## src/rtl/hazard_pkg.sv

```systemverilog
// Shared types and constants for the parametrised hazard scoreboard.
// Slot fields are stored at fixed maximum widths; narrower AW/LW values are zero-extended.
package hazard_pkg;

  localparam int SLOT_AW = 8;
  localparam int SLOT_LW = 4;

  typedef struct packed {
    logic               valid;
    logic [SLOT_AW-1:0] dst;
    logic [SLOT_LW-1:0] lat;
  } slot_t;

  localparam int FWD_RF   = 0;
  localparam int SLOT_E   = 1;
  localparam int SLOT_M   = 2;
  localparam int SLOT_W   = 3;
  localparam int LAT_ALU  = 2;
  localparam int LAT_LOAD = 3;

endpackage

```

## src/rtl/hazard_src_match.sv

```systemverilog
// Resolves one decode source against the in-flight slot record.
// The youngest matching writer decides the outcome, even if an older one is ready.
module hazard_src_match
  import hazard_pkg::*;
#(
  parameter int DEPTH = 4,
  parameter int AW    = 5,
  parameter int LW    = 2
) (
  input  slot_t [DEPTH-1:1] slots_i,
  input  logic [AW-1:0]     src_i,
  input  logic              used_i,
  output logic              hit_o,
  output logic              ready_o,
  output logic [LW-1:0]     sel_o
);

  logic rdy;

  always_comb begin
    hit_o   = 1'b0;
    ready_o = 1'b0;
    sel_o   = LW'(FWD_RF);
    rdy     = 1'b0;
    if (used_i && (src_i != '0)) begin
      // Scan oldest to youngest so the lowest-index match is the last one written.
      for (int k = DEPTH-1; k >= 1; k--) begin
        if (slots_i[k].valid && (slots_i[k].dst == SLOT_AW'(src_i))) begin
          rdy     = (SLOT_LW'(k) >= slots_i[k].lat);
          hit_o   = 1'b1;
          ready_o = rdy;
          sel_o   = rdy ? LW'(k) : LW'(FWD_RF);
        end
      end
    end
  end

endmodule

```

## src/rtl/hazard_scoreboard.sv

```systemverilog
// RAW hazard scoreboard beside decode: forwarding select, stall generation,
// flush squashing and a saturating stall-cycle counter. AW/LW must fit SLOT_AW/SLOT_LW.
module hazard_scoreboard
  import hazard_pkg::*;
#(
  parameter int DEPTH   = 4,
  parameter int NUM_SRC = 2,
  parameter int AW      = 5,
  parameter int LW      = 2,
  parameter int CNT_W   = 32
) (
  input  logic                  clk,
  input  logic                  rst,
  input  logic                  issue_valid_i,
  input  logic                  issue_we_i,
  input  logic [AW-1:0]         issue_dst_i,
  input  logic [LW-1:0]         issue_lat_i,
  input  logic [NUM_SRC*AW-1:0] src_addr_i,
  input  logic [NUM_SRC-1:0]    src_used_i,
  input  logic                  pipe_adv_i,
  input  logic                  flush_i,
  input  logic [LW-1:0]         flush_depth_i,
  output logic                  stall_o,
  output logic [NUM_SRC*LW-1:0] fwd_sel_o,
  output logic [CNT_W-1:0]      stall_cnt_o
);

  slot_t [DEPTH-1:1] slots_q, slots_d, squashed;
  logic  [NUM_SRC-1:0] hit, rdy;
  logic  [CNT_W-1:0]   cnt_q;
  logic                load;

  for (genvar j = 0; j < NUM_SRC; j++) begin : g_src
    hazard_src_match #(
      .DEPTH(DEPTH),
      .AW   (AW),
      .LW   (LW)
    ) u_match (
      .slots_i(slots_q),
      .src_i  (src_addr_i[j*AW +: AW]),
      .used_i (src_used_i[j]),
      .hit_o  (hit[j]),
      .ready_o(rdy[j]),
      .sel_o  (fwd_sel_o[j*LW +: LW])
    );
  end

  assign stall_o = issue_valid_i & (|(hit & ~rdy));
  assign load    = issue_valid_i & issue_we_i & (issue_dst_i != '0) & ~stall_o & ~flush_i;

  always_comb begin
    squashed = slots_q;
    // Squash uses pre-shift indices; survivors move only when the pipe advances.
    if (flush_i) begin
      for (int k = 1; k <= DEPTH-1; k++) begin
        if (LW'(k) < flush_depth_i) squashed[k].valid = 1'b0;
      end
    end
    slots_d = squashed;
    if (pipe_adv_i) begin
      for (int k = 2; k <= DEPTH-1; k++) slots_d[k] = squashed[k-1];
      slots_d[1] = '0;
      if (load) begin
        slots_d[1].valid = 1'b1;
        slots_d[1].dst   = SLOT_AW'(issue_dst_i);
        slots_d[1].lat   = SLOT_LW'(issue_lat_i);
      end
    end
  end

  always_ff @(posedge clk) begin
    if (rst) begin
      slots_q <= '0;
      cnt_q   <= '0;
    end else begin
      slots_q <= slots_d;
      if (stall_o && pipe_adv_i && !flush_i && !(&cnt_q)) cnt_q <= cnt_q + CNT_W'(1);
    end
  end

  assign stall_cnt_o = cnt_q;

endmodule

```

## config.mk

```make
export PLATFORM = sky130hd
export DESIGN_NAME = hazard_scoreboard
export DESIGN_NICKNAME = d
export VERILOG_FILES = /design/src/rtl/hazard_pkg.sv /design/src/rtl/hazard_src_match.sv /design/src/rtl/hazard_scoreboard.sv
export SDC_FILE = /design/constraint.sdc
export NUM_CORES = 1
export LEC_CHECK = 0
export CORE_UTILIZATION = 47
export DETAILED_ROUTE_END_ITERATION = 8
export PLACE_DENSITY_LB_ADDON = 0.15
export SLEW_MARGIN = 20
export SYNTH_ARGS = -nofsm -noshare
export SYNTH_HDL_FRONTEND = slang
export SYNTH_HIERARCHICAL = 1
export SYNTH_SLANG_ARGS = --single-unit
```

## constraint.sdc

```tcl
create_clock -name clk -period 3.01 [get_ports clk]
set_input_delay 0.602 -clock clk [delete_from_list [all_inputs] [get_ports clk]]
set_output_delay 0.602 -clock clk [all_outputs]
set_load 0.02 [all_outputs]
```

==> results.md, run 1 <==
Status:
- The run finished, with violations left.
- The checks that failed: DRC, setup timing.

Clocking:
- The number of buffers created by CTS is 5.
- Clock-pin slew was measured on the worst setup and hold paths at 0.10 ns.
- The TritonCTS clock tree is yes.
- The tree built by TritonCTS fans out to 54 sinks.
- The later pin in the worst-skew pair is clocked with a latency of 0.33 ns.
- The clock tree synthesis step divided the H-tree into 2 levels.
- The clock tree root buffer cell is sky130_fd_sc_hd__clkbuf_8.
- No sink is reached through more buffers than the 2 on the longest clock path.

Logic synthesis:
- Synthesis produced a netlist whose cell count is 370.
- After synthesis the cells add up to 3170 µm².
- For this run, the number of Yosys warnings is 6.
- The synthesized area per cell is 8.57 µm².

STA:
- The relative slew slack is 59.4%.
- Setup repair after global routing could not meet its margin everywhere.
- The number of hold violations in the final report is 0.
- The transition time at the pin with the least slew margin is 0.609 ns.
- The total count of max-transition violations in the final report is 0.
- Setup violations remaining at the end of the flow were counted as 9.
- The worst clock skew on the final layout is 0.00783 ns.
- The post-route clock period utilization is 104%.
- The highest clock frequency the design can meet is 0.320 GHz.
- The smallest clock period supported by the final layout is computed as 3.12 ns.
- The worst setup margin is -0.111 ns.
- The final total negative setup slack is -0.482 ns.

Run:
- The reported max-cap violation count is 0.

Place:
- Including well taps, the total number of placed cells is 566.
- Detailed placement ended at an HPWL of 6430 µm.
- The number of I/O port buffers is 63.
- The worst slack at placement is -0.707 ns.
- The placer congestion estimate is 0.839.

Routing:
- The number of DRC violations after detailed routing is 6.
- The remaining number of nets flagged by the antenna check after routing is 0.
- For this block, the initial DRC count from the detailed router was 166.
- The final routed wire length divided by cell count is 16.5 µm.
- The first-pass detailed-route iteration total is 6.
- Wires add up to 9730 µm.
- For this block, the via count after detailed routing is 3415.
- After detailed routing, the number of vias per cell comes to 5.78.

Worst setup path:
- The worst setup path is of the register to primary output kind.
- The launch instance of the worst register-to-register path is slots_q[25]$_SDFF_PP0_.
- At the worst endpoint, the required time is 2.41 ns.
- The worst setup path is launched from a register.
- The worst endpoint data arrival time is 2.52 ns.
- The timing startpoint of the critical path is slots_q[25]$_SDFF_PP0_.
- Of all nets on the critical path, the largest fanout is 4.
- The endpoint type of the worst setup path is a primary output.

Floorplan:
- The number of rows created at floorplan is 29.
- The width of the die is 84.1 µm.
- The I/O pin total is 64.
- The initial utilization of the core area, before any placement, comes to 49.4%.
- The die boundary height is 84.1 µm.
- The floorplan step defined a die boundary enclosing 7080 µm².
- The core outline area is 6420 µm².

Final layout:
- The area added between synthesis and finish is 51.9%.
- The post-route netlist has 28.6% of its cells at a drive strength greater than 1.
- For this run, the post-layout net count is 541.
- The number of filler cells placed in the layout is 491.
- The area used by multi-input combinational logic is 2390 µm².
- The antenna cell count is 0.
- The final design utilization is 75.0%.
- The sequential cells in the finished layout cover a total of 1080 µm².
- Once layout is complete, the cells apart from fillers number 591.

Hold path:
- The tightest min-delay check is of the register to register type.
- The launch point of the worst hold path is stall_cnt_o[30]$_SDFFE_PP0P_.

GRT:
- The via count of the first global-routing pass is 3223.
- The number of antenna violations at the first check in global routing was 0.
- The total congestion overflow is 0.
- The pin count of the biggest net entering global routing is 32.
- Across every metal layer, demand over resource in global routing totals 26.7%.
- The wire length of the first global-routing pass is 15100 µm.

Power and ir drop:
- In this run the static leakage power is 1.71 nW.
- VDD sags by at most 0.000279 V.
- The cell area power density is 275 nW/µm².
cell type report:
type,instances,area share [%]
inverter,6,0.468
sequential,54,22.5
multi-input combinational,323,49.7
tap,77,2.00
timing repair buffer,123,23.2
clock inverter,1,0.182
clock buffer,7,2.00
metal layers:
| layer | part of all wire [%] | up-vias | GRT usage [%] |
|---|---|---|---|
| met5 | 0 | - | 0 |
| met4 | 2.3 | 0 | 10.3 |
| met3 | 5.0 | 22 | 3.44 |
| met2 | 50 | 90 | 46.9 |
| met1 | 43 | 1650 | 33.3 |
| li1 | - | 1653 | - |
repair_timing:
item	4_1_cts	5_1_grt
gates cloned	0	0
resized for setup	49	65
pin swaps	20	26
hold buffers	0	0
buffers inserted	4	13
setup endpoints to repair	35	34
power breakdown:
group | internal [mW] | switching (mW)
clock | 0.211 | 0.255
sequential | 0.717 | 0.00391
combinational | 0.0660 | 0.0716
worst max-delay path: stages, from the launching register on:
cell and delay (ns):
sky130_fd_sc_hd__dfxtp_2 0.35, sky130_fd_sc_hd__or4b_4 0.47, sky130_fd_sc_hd__nor4_4 0.35, sky130_fd_sc_hd__a211oi_2 0.13, sky130_fd_sc_hd__a31oi_2 0.19, sky130_fd_sc_hd__a211oi_2 0.11
sky130_fd_sc_hd__nand2b_4 0.18, sky130_fd_sc_hd__buf_4 0.14, sky130_fd_sc_hd__a21boi_2 0.12, sky130_fd_sc_hd__buf_4 0.15
worst paths after layout:
kind	end	slack [ns]	cells past startpoint
min reg2reg	stall_cnt_o[30]$_SDFFE_PP0P_	0.52	2
min	stall_cnt_o[30]$_SDFFE_PP0P_	0.52	2
max reg2reg	stall_cnt_o[31]$_SDFFE_PP0P_	-0.11	10
max	stall_o	-0.11	9
stage by stage:
step	power, mW	area [µm²]	hold WS (ns)
after global placement	0.865	4230	0.479
after floorplan	0.794	3280	0.449
after CTS	1.32	4490	0.514
final	1.32	4820	0.517
after global routing	1.37	4820	0.550
after detailed placement	0.866	4230	0.493
placed cells by master, fill, tap and decap left out, drive strengths merged, types with 2 or more instances in the layout:
cell            n
a211oi          6
a21oi          34
a22oi           7
a31oi           4
and3            3
buf            64
clkbuf          8
clkdlybuf4s50  47
clkinv          2
conb           30
dfxtp          54
dlygate4sd2    11
inv             5
mux2            3
mux2i          14
nand2          16
nand2b          3
nand3          23
nand3b          2
nand4          12
nand4b          2
nor2           37
nor2b           3
nor3            9
nor4            8
nor4b           5
o21ai          12
o31ai          17
or3            10
or4            22
or4b            2
xnor2          16
xor2           15
registers in the layout (all words and copies together) (netlist names):
name,flops
slots_q,22
stall_cnt_o,32
Note: power is estimated with default switching activity, not from simulation.
==> inputs of run 2 (changes only) <==
CORE_UTILIZATION = 55   (was 47)
DONT_BUFFER_PORTS = 1   (was unset)
==> run 2 against run 1 <==
Compared with the run above: the flow now finishes without violations; clock power is 15% lower; worst hold slack worse by 0.15 ns; cell count is 18% lower; global-route usage is 0.35 points higher; via count is 14% lower; critical endpoint is now stall_cnt_o[31]$_SDFFE_PP0P_; largest power group unchanged; clock skew is 0.0028 ns higher; sequential share of layout area is 6.8 points higher; largest cell class unchanged; register-to-register slack better by 0.14 ns.
==> results.md, run 2 (synthesized netlist as in run 1, its figures left out) <==
Final layout:
- The flip-flop count of the largest register after layout is 32 (unchanged).
- The proportion of layout cells with a drive suffix above 1 is 19.0% (-9.6 points).
- The final cell area excluding filler cells is 3700 µm² (-23%).
- The antenna cell count is 0 (unchanged).
- In the layout the commonest cells are 53 x sky130_fd_sc_hd__dfxtp_1, 37 x sky130_fd_sc_hd__nor2_1, 30 x sky130_fd_sc_hd__conb_1, 25 x sky130_fd_sc_hd__a21oi_1, 23 x sky130_fd_sc_hd__buf_4.
- The number of nets in the final layout is 444 (-18%).
- The library cell used most frequently in the layout, excluding fill and tap cells, is sky130_fd_sc_hd__dfxtp_1.
- The final design utilization is 66.7% (-8.3 points).
- The area added between synthesis and finish is 16.6%.

Worst setup path:
- The launch instance of the worst register-to-register path is slots_q[25]$_SDFF_PP0_.
- The data required time of the critical path is 3.25 ns (+0.84 ns).
- STA classifies the critical path endpoint as a register.
- The worst setup path is launched from a register.
- The worst endpoint data arrival time is 3.22 ns (+0.70 ns).
- The worst register-to-register path ends at stall_cnt_o[31]$_SDFFE_PP0P_.
- The internal reg-to-reg setup slack is 0.03 ns (+0.14 ns).
- The critical-path maximum fanout came to 4 (unchanged).
- The type of the worst setup path is register to register.
- The cell count of the worst reg-to-reg path is 10 (unchanged).

GRT:
- The wire length of the first global-routing pass was 13000 µm (-14%).
- The pin count of the biggest net entering global routing is 58 (+81%).
- The number of antenna violations at the first check in global routing is 0 (unchanged).
- The via count of the first global-routing pass was 2827 (-12%).
- The overall routing resource usage is 27.0% (+0.35 points).
- The total congestion overflow is 0 (unchanged).

Power and ir drop:
- The fraction of power spent switching nets was 21.7% (-3.2 points).
- The cell-internal power is 923 µW (-7.1%).
- The clock power share is 33.8% (-1.4 points).
- The maximum vdd drop is 0.000199 V (-29%).
- The post-layout total power is 1.18 mW (-11%).
- The power share of the sequential group is 61.0% (+6.6 points).
- The cell area power density is 319 nW/µm² (+16%).
- The net switching component of the power came to 256 µW (-23%).
- The leakage power total is 1.20 nW (-30%).
- The combinational group share of total power is 5.2% (-5.2 points).

Clocking:
- The clock sink total is 54 (unchanged).
- The tree is rooted in a sky130_fd_sc_hd__clkbuf_8.
- The number of H-tree levels is 2 (unchanged).
- The quantity of hold-fixing buffers added after cts came to 0 (unchanged).
- The clock transition at the registers of the reported paths is 0.10 ns (about the same).
- The worst-case clock buffer depth is 2 (unchanged).
- The number of buffers created by CTS was 5 (unchanged).
- TritonCTS built the clock tree.
- The post-CTS setup-driven buffer insertion count is 0 (-4).
- The clock latency at the later pin of the worst-skew pair was 0.30 ns (-0.03 ns).

Place:
- The number of I/O port buffers is 0 (-100%).
- The detailed placement HPWL is 5870 µm (-8.7%).
- The placer congestion estimate came to 0.986 (+17%).
- The total placed instance area was 3460 µm² (-18%).

Floorplan:
- The core outline area was 5540 µm² (-14%).
- The width of the die is 77.9 µm (-7.4%).
- The area of the die is 6070 µm² (-14%).
- The die boundary height is 77.9 µm (-7.4%).
- The starting utilization of the core area is 57.2% (+7.9 points).
- The I/O pin total is 64 (unchanged).
- The number of rows created at floorplan is 27 (-6.9%).

Routing:
- The remaining number of nets flagged by the antenna check after routing came to 0 (unchanged).
- The number of vias after detailed routing is 2951 (-14%).
- The number of DRC markers after the initial detailed-route iteration was 150 (-9.6%).
- The number of DRC violations after detailed routing is 0 (-6).
- The post-detailed-route via-to-cell ratio is 6.06 (+4.9%).
- The total length of routed wires is 8170 µm (-16%).
- The final routed wire length divided by cell count is 16.8 µm (+1.9%).
- The first-pass detailed-route iteration total is 4 (-2).

STA:
- The tightest hold margin is 0.363 ns (-0.154 ns).
- The final setup violation count is 0 (-9).
- The highest clock frequency the design can meet is 0.335 GHz (+4.7%).
- Setup repair after global routing could not meet its margin everywhere.
- The post-route clock period utilization is 99.1% (-4.6 points).
- The clock period minus worst slack is 2.98 ns (-0.139 ns).
- The worst clock skew on the final layout is 0.0106 ns (+0.00276 ns).
- The number of hold violations in the final report is 0 (unchanged).
- The total count of max-transition violations in the final report is 0 (unchanged).

Status:
- The flow ran to the end, and the final reports show no timing, DRC or antenna violations.

Hold path:
- The min-delay analysis places its worst path in the category input port to register.
- The worst hold path depth is 1 (-1).
- The hold-critical path endpoint is stall_cnt_o[3]$_SDFFE_PP0P_.
- In this run the most critical hold path is launched from rst.

Run:
- The reported max-cap violation count came to 0 (unchanged).
run 2: cell count changes in the layout (fill, tap and decap cells not counted), moves of 5 or more:
cell / before / now
sky130_fd_sc_hd__clkdlybuf4s50_1: 47 / 0
sky130_fd_sc_hd__buf_4: 42 / 23
sky130_fd_sc_hd__buf_6: 19 / 2
sky130_fd_sc_hd__dlygate4sd2_1: 11 / 0
sky130_fd_sc_hd__a21oi_1: 19 / 25
sky130_fd_sc_hd__a21oi_2: 14 / 8
sky130_fd_sc_hd__xor2_1: 10 / 15
sky130_fd_sc_hd__xor2_2: 5 / 0
run 2: power by group through the flow:
| stage | Sequential [mW] | Combinational [mW] | Clock, mW |
|---|---|---|---|
| 2_1_floorplan | 0.735 | 0.0586 | 0 |
| 3_3_place_gp | 0.736 | 0.0575 | 0 |
| 3_5_place_dp | 0.736 | 0.0571 | 0 |
| 4_1_cts | 0.720 | 0.0581 | 0.412 |
| 5_1_grt | 0.720 | 0.0672 | 0.449 |
| 6_report | 0.720 | 0.0610 | 0.399 |
run 2: final cells by class:
type                       count  area (µm²)
multi-input combinational    323        2210
fill                         485        1840
tap                           72        90.1
timing repair buffer          26         206
inverter                       6        22.5
sequential                    54        1080
clock buffer                   6        82.6
run 2: how the worst max path moves through the flow:
stage | start | end | cells after the start
finish | slots_q[25]$_SDFF_PP0_ | stall_cnt_o[31]$_SDFFE_PP0P_ | 10
global route | slots_q[25]$_SDFF_PP0_ | stall_cnt_o[31]$_SDFFE_PP0P_ | 10
CTS | slots_q[12]$_SDFF_PP0_ | stall_o | 9
detailed placement | slots_q[25]$_SDFF_PP0_ | stall_cnt_o[23]$_SDFFE_PP0P_ | 11
global placement | slots_q[25]$_SDFF_PP0_ | stall_cnt_o[23]$_SDFFE_PP0P_ | 11
floorplan | slots_q[25]$_SDFF_PP0_ | stall_cnt_o[29]$_SDFFE_PP0P_ | 11
run 2: what timing repair did:
item,CTS,global route
resized for setup,7,25
cloned,0,1
hold endpoints to repair,0,0
pin swaps,3,8
setup endpoints to repair,14,19
run 2: metrics by stage:
step | setup slack (ns) | cells | TNS, ns
2_1_floorplan | 0.0487 | 399 | 0
3_3_place_gp | -0.0153 | 480 | -0.0153
3_5_place_dp | -0.0855 | 480 | -0.227
4_1_cts | 0.0141 | 486 | 0
5_1_grt | -0.0940 | 487 | -0.290
6_report | 0.0281 | 487 | 0
run 2: per-layer routing:
metal / track usage, % / vias up / wire length, µm
met1: 32.2 / 1385 / 3430
met3: 5.88 / 8 / 527
met4: 9.07 / 0 / 92
met5: 0 / - / 0
met2: 47.8 / 103 / 4120
li1: - / 1455 / -
run 2: worst max-delay path, stage by stage, from the launching register on:
cell	delay, ns
sky130_fd_sc_hd__dfxtp_2	0.35
sky130_fd_sc_hd__or4b_4	0.47
sky130_fd_sc_hd__nor4_4	0.26
sky130_fd_sc_hd__a211oi_2	0.12
sky130_fd_sc_hd__a31oi_2	0.20
sky130_fd_sc_hd__a211oi_2	0.10
sky130_fd_sc_hd__nand2b_4	0.18
sky130_fd_sc_hd__a21o_1	0.21
sky130_fd_sc_hd__or4_4	0.48
sky130_fd_sc_hd__or4_4	0.42
sky130_fd_sc_hd__a21oi_2	0.12
